### src/rtl/blit_phrase_pipe.sv
// Width-generic blitter phrase data path: funnel-aligns source, combines with destination
// through the LFU, applies pattern compare and lane masking. Optional saturating lane add: BLIT_PHRASE_ADD_EN.
module blit_phrase_pipe #(
    parameter int PHRASE_W = 64
) (
    input  logic                          clk,
    input  logic                          reset,
    input  logic                          cfg_ld,
    input  logic [3:0]                    cfg_lfu,
    input  logic [PHRASE_W-1:0]           cfg_pattern,
    input  logic                          cfg_patsel,
    input  logic                          cfg_cmpdst,
    input  logic                          cfg_dcompen,
    input  logic                          cfg_add,
    input  logic [$clog2(PHRASE_W)-1:0]   cfg_srcshift,
    output logic                          busy,
    input  logic                          in_valid,
    output logic                          in_ready,
    input  logic                          in_first,
    input  logic [PHRASE_W-1:0]           in_src,
    input  logic [PHRASE_W-1:0]           in_dst,
    input  logic [$clog2(PHRASE_W/8):0]   in_dstart,
    input  logic [$clog2(PHRASE_W/8):0]   in_dend,
    output logic                          out_valid,
    input  logic                          out_ready,
    output logic [PHRASE_W-1:0]           out_data,
    output logic [PHRASE_W/8-1:0]         out_be,
    output logic [PHRASE_W/8-1:0]         out_dcomp
);

    localparam int LANES = PHRASE_W / 8;
    localparam int SHW   = $clog2(PHRASE_W);
    localparam int LW    = $clog2(LANES) + 1;

    logic [3:0]          r_cfg_lfu;
    logic [PHRASE_W-1:0] r_cfg_pattern;
    logic                r_cfg_patsel;
    logic                r_cfg_cmpdst;
    logic                r_cfg_dcompen;
    logic                r_cfg_add;
    logic [SHW-1:0]      r_cfg_srcshift;

    logic [PHRASE_W-1:0] r_srcd1;
    logic                r_s0_valid;
    logic [PHRASE_W-1:0] r_s0_aligned;
    logic [PHRASE_W-1:0] r_s0_dst;
    logic [LW-1:0]       r_s0_dstart;
    logic [LW-1:0]       r_s0_dend;

    logic                r_out_valid;
    logic [PHRASE_W-1:0] r_out_data;
    logic [LANES-1:0]    r_out_be;
    logic [LANES-1:0]    r_out_dcomp;

    logic                w_s1_adv;
    logic                w_s0_adv;
    logic                w_accept;
    logic [PHRASE_W-1:0] w_aligned;
    logic [PHRASE_W-1:0] w_s;
    logic [PHRASE_W-1:0] w_d;
    logic [PHRASE_W-1:0] w_lfu;
    logic [PHRASE_W-1:0] w_result;
    logic [PHRASE_W-1:0] w_cmp;
    logic [LW-1:0]       w_dend_eff;
    logic [LANES-1:0]    w_dcomp;
    logic [LANES-1:0]    w_be;

    // Handshake: a beat moves on in_valid & in_ready, a result on out_valid & out_ready;
    // stage 1 refills whenever the output is empty or draining, stage 0 whenever stage 1 moves.
    assign w_s1_adv = !r_out_valid || out_ready;
    assign w_s0_adv = !r_s0_valid || w_s1_adv;
    assign in_ready = w_s0_adv && !reset;
    assign w_accept = in_valid && in_ready;
    assign busy     = r_s0_valid || r_out_valid;

    // Previous phrase sits in the upper half so a zero shift passes the current source through.
    assign w_aligned = PHRASE_W'({r_srcd1, in_src} >> r_cfg_srcshift);

    assign w_s   = r_cfg_patsel ? r_cfg_pattern : r_s0_aligned;
    assign w_d   = r_s0_dst;
    assign w_lfu = ({PHRASE_W{r_cfg_lfu[0]}} & ~w_s & ~w_d)
                 | ({PHRASE_W{r_cfg_lfu[1]}} & ~w_s &  w_d)
                 | ({PHRASE_W{r_cfg_lfu[2]}} &  w_s & ~w_d)
                 | ({PHRASE_W{r_cfg_lfu[3]}} &  w_s &  w_d);

`ifdef BLIT_PHRASE_ADD_EN
    logic [PHRASE_W-1:0] w_sum;

    function automatic logic [7:0] sat_add8(input logic [7:0] a, input logic [7:0] b);
        logic [8:0] v_t;
        v_t = {1'b0, a} + {1'b0, b};
        return v_t[8] ? 8'hFF : v_t[7:0];
    endfunction

    always_comb begin
        w_sum = '0;
        for (int i = 0; i < LANES; i++) begin
            w_sum[8*i +: 8] = sat_add8(w_s[8*i +: 8], w_d[8*i +: 8]);
        end
    end

    assign w_result = r_cfg_add ? w_sum : w_lfu;
`else
    logic w_unused_cfg_add;
    assign w_unused_cfg_add = r_cfg_add;
    assign w_result         = w_lfu;
`endif

    always_comb begin
        w_cmp      = r_cfg_cmpdst ? w_d : r_s0_aligned;
        w_dend_eff = (r_s0_dend == '0) ? LW'(LANES) : r_s0_dend;
        w_dcomp    = '0;
        w_be       = '0;
        for (int i = 0; i < LANES; i++) begin
            w_dcomp[i] = (w_cmp[8*i +: 8] == r_cfg_pattern[8*i +: 8]);
            w_be[i]    = (LW'(i) >= r_s0_dstart) && (LW'(i) < w_dend_eff)
                         && !(r_cfg_dcompen && w_dcomp[i]);
        end
    end

    always_ff @(posedge clk or posedge reset) begin
        if (reset) begin
            r_cfg_lfu      <= '0;
            r_cfg_pattern  <= '0;
            r_cfg_patsel   <= 1'b0;
            r_cfg_cmpdst   <= 1'b0;
            r_cfg_dcompen  <= 1'b0;
            r_cfg_add      <= 1'b0;
            r_cfg_srcshift <= '0;
            r_srcd1        <= '0;
            r_s0_valid     <= 1'b0;
            r_s0_aligned   <= '0;
            r_s0_dst       <= '0;
            r_s0_dstart    <= '0;
            r_s0_dend      <= '0;
            r_out_valid    <= 1'b0;
            r_out_data     <= '0;
            r_out_be       <= '0;
            r_out_dcomp    <= '0;
        end else begin
            if (cfg_ld && !busy) begin
                r_cfg_lfu      <= cfg_lfu;
                r_cfg_pattern  <= cfg_pattern;
                r_cfg_patsel   <= cfg_patsel;
                r_cfg_cmpdst   <= cfg_cmpdst;
                r_cfg_dcompen  <= cfg_dcompen;
                r_cfg_add      <= cfg_add;
                r_cfg_srcshift <= cfg_srcshift;
            end
            if (w_accept) begin
                r_srcd1      <= in_src;
                r_s0_aligned <= w_aligned;
                r_s0_dst     <= in_dst;
                r_s0_dstart  <= in_dstart;
                r_s0_dend    <= in_dend;
            end
            // A prime beat only refreshes the previous-source register.
            if (w_s0_adv) begin
                r_s0_valid <= in_valid && !in_first;
            end
            if (w_s1_adv) begin
                r_out_valid <= r_s0_valid;
                r_out_data  <= w_result;
                r_out_be    <= w_be;
                r_out_dcomp <= w_dcomp;
            end
        end
    end

    assign out_valid = r_out_valid;
    assign out_data  = r_out_data;
    assign out_be    = r_out_be;
    assign out_dcomp = r_out_dcomp;

endmodule

### config.mk
export PLATFORM = sky130hd
export DESIGN_NAME = blit_phrase_pipe
export DESIGN_NICKNAME = d
export VERILOG_FILES = /design/src/rtl/blit_phrase_pipe.sv
export SDC_FILE = /design/constraint.sdc
export NUM_CORES = 1
export LEC_CHECK = 0
export ABC_AREA = 1
export BUFFER_PORTS_ARGS = -buffer_cell sky130_fd_sc_hd__buf_4
export CAP_MARGIN = 10
export CELL_PAD_IN_SITES_DETAIL_PLACEMENT = 0
export CELL_PAD_IN_SITES_GLOBAL_PLACEMENT = 1
export CORE_MARGIN = 1.5
export CORE_UTILIZATION = 45
export CTS_CLUSTER_SIZE = 30
export DETAILED_ROUTE_END_ITERATION = 12
export HOLD_SLACK_MARGIN = 0.03
export MAX_ROUTING_LAYER = met4
export PLACE_DENSITY = 0.95
export RECOVER_POWER = 50
export SYNTH_ARGS = -nofsm -noshare
export SYNTH_HDL_FRONTEND = slang
export SYNTH_SLANG_ARGS = --single-unit
### constraint.sdc
create_clock -name clk -period 24.2 [get_ports clk]
set_input_delay 4.84 -clock clk [delete_from_list [all_inputs] [get_ports clk]]
set_output_delay 4.84 -clock clk [all_outputs]
set_load 0.005 [all_outputs]
==> reports/metrics.cfg, run 1 <==
[status]
outcome = finished, violations left
violations = max-capacitance violations, max-slew violations

[logic_synthesis]
yosys_warnings = 0
synth_top_area_cell = dfrtp_1
synth_area_sq_um = 24800
synth_nets = 4112
yosysUniqueCellTypes = 30
async_flop_share_pct = 100
synth_edf_count = 0
synth.area.top_cells = dfrtp_1 (36%), nand2_1 (23%), nand3_1 (19%)
netlist.area_leader.share_pct = 36.1
synth-compound-area-share_pct = 9.71
seq_area_frac_synth_pct = 36.1
synthMuxAreaShare_pct = 0.182
synth_xor_area_share_pct = 2.26
synthCells = 3892
synth_flop_cell = dfrtp_1
synth_common_cells = nand2_1 (1514), nand3_1 (944), dfrtp_1 (358)
avgSynthCellArea_sq_um = 6.38
synth_most_common_cell = nand2_1
synth_top_family_by_area = simple AND/OR/NAND/NOR gates
synth_adder_area_share_pct = 0
synth-seq-cells = 358
synth-simple-area-share_pct = 43.8

[global_routing]
track_usage_pct = 34.1
grt_pass1_vias = 24598
grt_pass1_wl_mm = 146
grt_max_degree = 132
antenna_found_initial = 2
globalRouteOverflowTotal = 0

[setup_path]
cp.depth = 9
arrival_ns = 9.58
cpPeakStageDelay_ns = 2.69
critical_path_required_ns = 19.36
endpoint_kind = output pin
cpLargestDelayFamily = buffers and inverters
rr_worst_depth = 13
crit_fanout = 90
start_kind = input pin
path_class = in2out
crit_path_cell_trace = clkbuf_1 -> nor2_4 -> clkbuf_1 -> inv_1 -> nor2_1 -> inv_2 -> nand2_1 -> inv_1 -> buf_4
cp_slowest_cell = clkbuf_1
path_buf_inv = 6

[routing]
wire_per_inst_microns = 19.9
routed_wl_mm = 94.1
via_count = 26913
vias_per_cell = 5.70
ant_nets = 0
first_pass_iters = 7
drt-initial-drc-count = 3228
route.detailed.drc = 0

[clocking]
cts-resized-gates = 0
cts-root-buf = clkbuf_16
clock_path_buffers = 3
cts_buffers = 42
cts_max_level = 2
cts_tree = built
holdBufCountCts = 0
clk_pin_slew_ns = 0.06
clock_latency_ns = 0.58
cts_setup_buffers = 0
clock-sinks = 358

[power_and_ir_drop]
power_density_nw_per_um2 = 107
p_int_mw = 1.62
pwr-share-comb_pct = 47.6
swShare_pct = 46.6
p_clk_share_pct = 20.9
sequentialPowerShare_pct = 31.6
switching_power_mw = 1.41
peakVddDrop_v = 0.0000619
p_leak_nw = 14.1

[cells_and_area]
areaGrowthSynthToFinish_pct = 13.4
fin_area_sq_um = 28100
drive_above_1_share_pct = 10.4
final_nets = 4215
num-fill-cells = 5596

[floorplan]
start_util_pct = 45.8
dieArea_sq_um = 56600
core-area_sq_um = 54100
ios = 303
die_w_microns = 238
die_y_microns = 238
num_rows = 85

[timing]
slew_headroom_pct = -364
fmax_ghz = 0.0693
finalSetupViolations = 0
tightest_slew_ns = 6.96
clock_skew_ns = 0.0256
maxSlewViolCount = 471
hold_violations = 0
rsz0062_at_grt = no
finalSetupTns_ns = 0
fin_crit_ns = 14.42
post-route-period-util_pct = 59.6

[placed_design]
placed_area_sq_um = 26900
portBuffers = 301
routabilityCongestion = 1.03
hpwl_mm = 65.9

[worst_hold_path]
whs_path_depth = 2
hp-class = reg2reg

[flow_run]
maxCapViolations = 6

-- per-layer routing --
metal / part of all wire (%) / wire length [microns] / vias to the layer above / global-route usage [%]
met3: 8.0 / 7510 / 187 / 4.79
li1: - / - / 13009 / -
met1: 43 / 40000 / 12589 / 45.9
met5: 0 / 0 / - / -
met4: 4.4 / 4140 / 0 / 13.7
met2: 45 / 42400 / 1128 / 51.8
-- tightest hold or removal path, delay by kind of cell, from the launching register on --
family,cells,cell delay (ns)
flops,1,0.35
simple gates,2,0.11
-- state kept, by name (all words and copies together) (netlist names), 4 cells and up --
signal	count
out_be	8
out_data	64
out_dcomp	8
r_cfg_lfu	4
r_cfg_pattern	64
r_cfg_srcshift	6
r_s0_aligned	64
r_s0_dend	4
r_s0_dst	64
r_s0_dstart	4
r_srcd1	63
-- worst paths after layout --
kind	end	startpoint	slack, ns
worst min-delay path	r_s0_dstart[3]	r_s0_dstart[3]	0.48
max in group asynchronous	r_cfg_cmpdst	reset	10.48
worst max register to register	r_s0_aligned[5]	out_valid	17.04
worst max-delay path	in_ready	out_ready	9.78
min in group asynchronous	r_cfg_dcompen	reset	5.09
worst min register to register	r_s0_dstart[3]	r_s0_dstart[3]	0.48
-- cells in the final DEF (no fill, tap or decap), types with 6 or more instances in the layout --
cell / netlist / layout
clkinv_2: 0 / 6
nand3_1: 944 / 944
nor3_2: 7 / 7
o21ai_0: 331 / 347
a21oi_1: 74 / 74
clkbuf_8: 0 / 7
dfrtp_1: 358 / 349
clkbuf_16: 0 / 42
inv_1: 145 / 142
nor2_1: 84 / 84
xor2_1: 64 / 64
buf_4: 37 / 301
clkbuf_1: 92 / 20
o21ai_1: 68 / 52
clkbuf_4: 0 / 18
nand2_1: 1514 / 1514
nor3_1: 10 / 10
-- final cells by class --
class                      count  area (sq um)  share of cell area, %
multi-input combinational   3110         13900                   49.4
inverter                     153           594                   2.11
sequential                   358          8980                   31.9
antenna                        2          5.00                 0.0178
timing repair buffer         330          2450                   8.71
tap                          696           871                   3.09
clock buffer                  59          1180                   4.21
clock inverter                13           154                  0.547
-- power by group through the flow --
stage / Clock [mW] / Combinational, mW / Sequential [mW]
global route: 0.661 / 1.61 / 0.976
global placement: 0 / 1.40 / 0.956
CTS: 0.641 / 1.42 / 0.949
floorplan: 0 / 1.01 / 0.880
detailed placement: 0 / 1.42 / 0.958
finish: 0.631 / 1.44 / 0.954
-- metrics by stage --
step | util (%) | hold WS [ns] | worst slack, ns | power [mW] | cells
CTS | 52.1 | 0.481 | 12.76 | 3.01 | 4719
global placement | 49.6 | 0.460 | 12.75 | 2.36 | 4647
finish | 52.0 | 0.484 | 9.78 | 3.02 | 4721
global route | 52.0 | 0.497 | 8.62 | 3.24 | 4721
detailed placement | 49.6 | 0.466 | 12.77 | 2.37 | 4647
floorplan | - | 0.442 | 6.31 | 1.89 | 3892
-- kinds of logic (layout without fill, tap and decap cells) --
logic type	Yosys count	in the layout
xor gates and xnor gates	64	64
AOI/OAI and AO/OA	478	478
muxes	4	4
buffers and inverters	424	555
DFF	358	358
and+or+nand+nor	2564	2564
other	0	2
Power figures use the tool's default switching activity.
==> run 2: changes to the inputs <==
Settings changed: ABC_AREA 1 to 0, CORE_UTILIZATION 45 to 47, PLACE_DENSITY 0.95 to 0.92.
Clock period 24.2 ns to 14.5 ns, I/O delays scaled along.
==> reports/metrics.cfg, run 2 <==
[placed_design]
routabilityCongestion = 1.06  ; +3.6%
portBuffers = 301  ; unchanged
hpwl_mm = 72.6  ; +10%
placed_area_sq_um = 28100  ; +4.4%

[logic_synthesis]
async_flop_share_pct = 100  ; unchanged
synth_flop_cell = dfrtp_1
synth_top_family_by_area = multiplexers
seq_area_frac_synth_pct = 35.0  ; -1.1 points
netlist.area_leader.share_pct = 35.0  ; -1.1 points
synth-compound-area-share_pct = 9.22  ; -0.48 points
synth_area_sq_um = 25600  ; +3.1%
synth_nets = 2690  ; -35%
synthCells = 2470  ; -37%
yosysUniqueCellTypes = 64  ; +110%
synth_common_cells = nand2_1 (610), dfrtp_1 (358), mux2i_1 (262)
synth_edf_count = 0  ; unchanged
synth_xor_area_share_pct = 2.19  ; -0.067 points
yosys_warnings = 0  ; unchanged
avgSynthCellArea_sq_um = 10.4  ; +62%
synth_most_common_cell = nand2_1
synth_top_area_cell = dfrtp_1
synthMuxAreaShare_pct = 36.7  ; +36 points
synth_adder_area_share_pct = 0  ; unchanged
synth-seq-cells = 358  ; unchanged
synth-simple-area-share_pct = 12.9  ; -31 points
synth.area.top_cells = dfrtp_1 (35%), mux4_2 (15%), mux2i_1 (10%)

[setup_path]
cp_slowest_cell = clkinvlp_2
cpLargestDelayFamily = buffers and inverters
critical_path_required_ns = 14.49  ; -4.87 ns
path_buf_inv = 3  ; -3
crit_top_cell = clkbuf_1
crit_path_cell_trace = clkbuf_1 -> clkinvlp_2 -> clkbuf_1
start_kind = input pin
endpoint_kind = asynchronous set/reset pin
crit_fanout = 128  ; +42%
path_class = in2async
arrival_ns = 9.04  ; -0.54 ns
cpPeakStageDelay_ns = 3.49  ; +0.80 ns

[cells_and_area]
fin_area_sq_um = 29400  ; +4.4%
areaGrowthSynthToFinish_pct = 14.9
num-fill-cells = 4677  ; -16%
final_nets = 2857  ; -32%
fin_util_pct = 54.6  ; +2.6 points
final_common_cell = nand2_1
final_cell_mix = nand2_1 (609), dfrtp_1 (348), mux2i_1 (262), buf_4 (244), mux2_2 (225)
drive_above_1_share_pct = 30.2  ; +20 points

[floorplan]
start_util_pct = 47.5  ; +1.7 points
die_y_microns = 236  ; -0.65%
core-area_sq_um = 53800  ; -0.59%
die_w_microns = 236  ; -0.65%
num_rows = 85  ; unchanged
ios = 303  ; unchanged
dieArea_sq_um = 55800  ; -1.3%

[power_and_ir_drop]
power_density_nw_per_um2 = 183  ; +71%
p_leak_nw = 12.8  ; -8.7%
finalPower_mw = 5.38  ; +78%
peakVddDrop_v = 0.0000909  ; +47%

[status]
violations = max-capacitance violations, max-slew violations
outcome = finished, violations left

[timing]
clock_skew_ns = 0.0479  ; +0.0222 ns
post-route-period-util_pct = 62.4
slew_headroom_pct = -324  ; +41 points
fmax_ghz = 0.111
tightest_slew_ns = 6.32  ; -0.643 ns
rsz0062_at_grt = no
fin_crit_ns = 9.04
maxSlewViolCount = 300  ; -36%
hold_violations = 0  ; unchanged
finalSetupViolations = 0  ; unchanged
fin_hold_ws_ns = 0.481  ; -0.00377 ns
finalSetupTns_ns = 0  ; unchanged

[routing]
ant_nets = 0  ; unchanged
first_pass_iters = 8  ; +1
via_count = 22403  ; -17%
route.detailed.drc = 0  ; unchanged
drt-initial-drc-count = 2875  ; -11%
routed_wl_mm = 101  ; +7.0%
vias_per_cell = 6.66  ; +17%
wire_per_inst_microns = 29.9  ; +50%

[worst_hold_path]
hp-class = reg2reg

[global_routing]
grt_max_degree = 175  ; +33%
globalRouteOverflowTotal = 0  ; unchanged
grt_pass1_wl_mm = 148  ; +1.1%
grt_pass1_vias = 21773  ; -11%
track_usage_pct = 36.7  ; +2.7 points
antenna_found_initial = 2  ; unchanged

[clocking]
cts_max_level = 2  ; unchanged
holdBufCountCts = 0  ; unchanged
cts_setup_buffers = 0  ; unchanged
cts-resized-gates = 0  ; unchanged
clock_path_buffers = 3  ; unchanged
cts-root-buf = clkbuf_16
clock_latency_ns = 0.62  ; +0.04 ns
cts_buffers = 42  ; unchanged
clk_pin_slew_ns = 0.05  ; about the same
cts_tree = built
clock-sinks = 358  ; unchanged

[flow_run]
maxCapViolations = 5  ; -1

[run 2: final timing paths]
kind                                      to       from  slack (ns)  cells after the start
setup / recovery            r_s0_aligned[43]      reset        5.46                      3
hold / removal                     out_be[7]  out_be[7]        0.48                      2
setup reg to reg           r_cfg_pattern[24]  out_valid        8.68                      4
hold reg to reg                    out_be[7]  out_be[7]        0.48                      2
max in group clk           r_cfg_pattern[24]     cfg_ld        6.97                      5
min in group asynchronous       out_dcomp[7]      reset        4.36                      2
[run 2: per-stage QoR]
stage | worst slack, ns | cells
floorplan | 1.67 | 2470
global placement | 7.97 | 3289
detailed placement | 7.96 | 3289
CTS | 7.96 | 3362
global route | 4.20 | 3363
finish | 5.46 | 3363
[run 2: cell families (layout without fill, tap and decap cells)]
family,Yosys count,count (layout)
and+or+nand+nor,819,819
muxes,673,673
DFF,358,358
AOI/OAI and AO/OA,334,334
buffers and inverters,222,418
xor gates and xnor gates,64,64
other,0,1
[run 2: power by group]
part,switching (mW),internal (mW),total [mW]
Clock,0.460,0.665,1.12
Combinational,1.38,1.17,2.55
Sequential,0.413,1.30,1.71
Total,2.25,3.13,5.38
[run 2: area by class of cell]
type	count	area [sq um]	share of cell area, %
multi-input cells	1890	15600	53.1
flip-flops and latches	358	8990	30.6
repair buffers	332	2450	8.34
clock buffers	57	1190	4.04
well taps	696	871	2.96
clock inverters	16	240	0.817
inverters	13	50.0	0.170
diodes	1	2.50	0.00852
[run 2: worst reg2reg max path, stage by stage, from the launching register on]
cell and delay, ns:
dfrtp_1 0.41, or2_2 0.33, nor2_1 1.59, clkbuf_1 2.75, mux2_2 0.62
[run 2: routing by layer]
layer | part of all wire, % | global-route usage, %
met1 | 40 | 48.2
met2 | 47 | 58.0
met3 | 8.9 | 5.99
met4 | 4.1 | 12.9
met5 | 0 | -
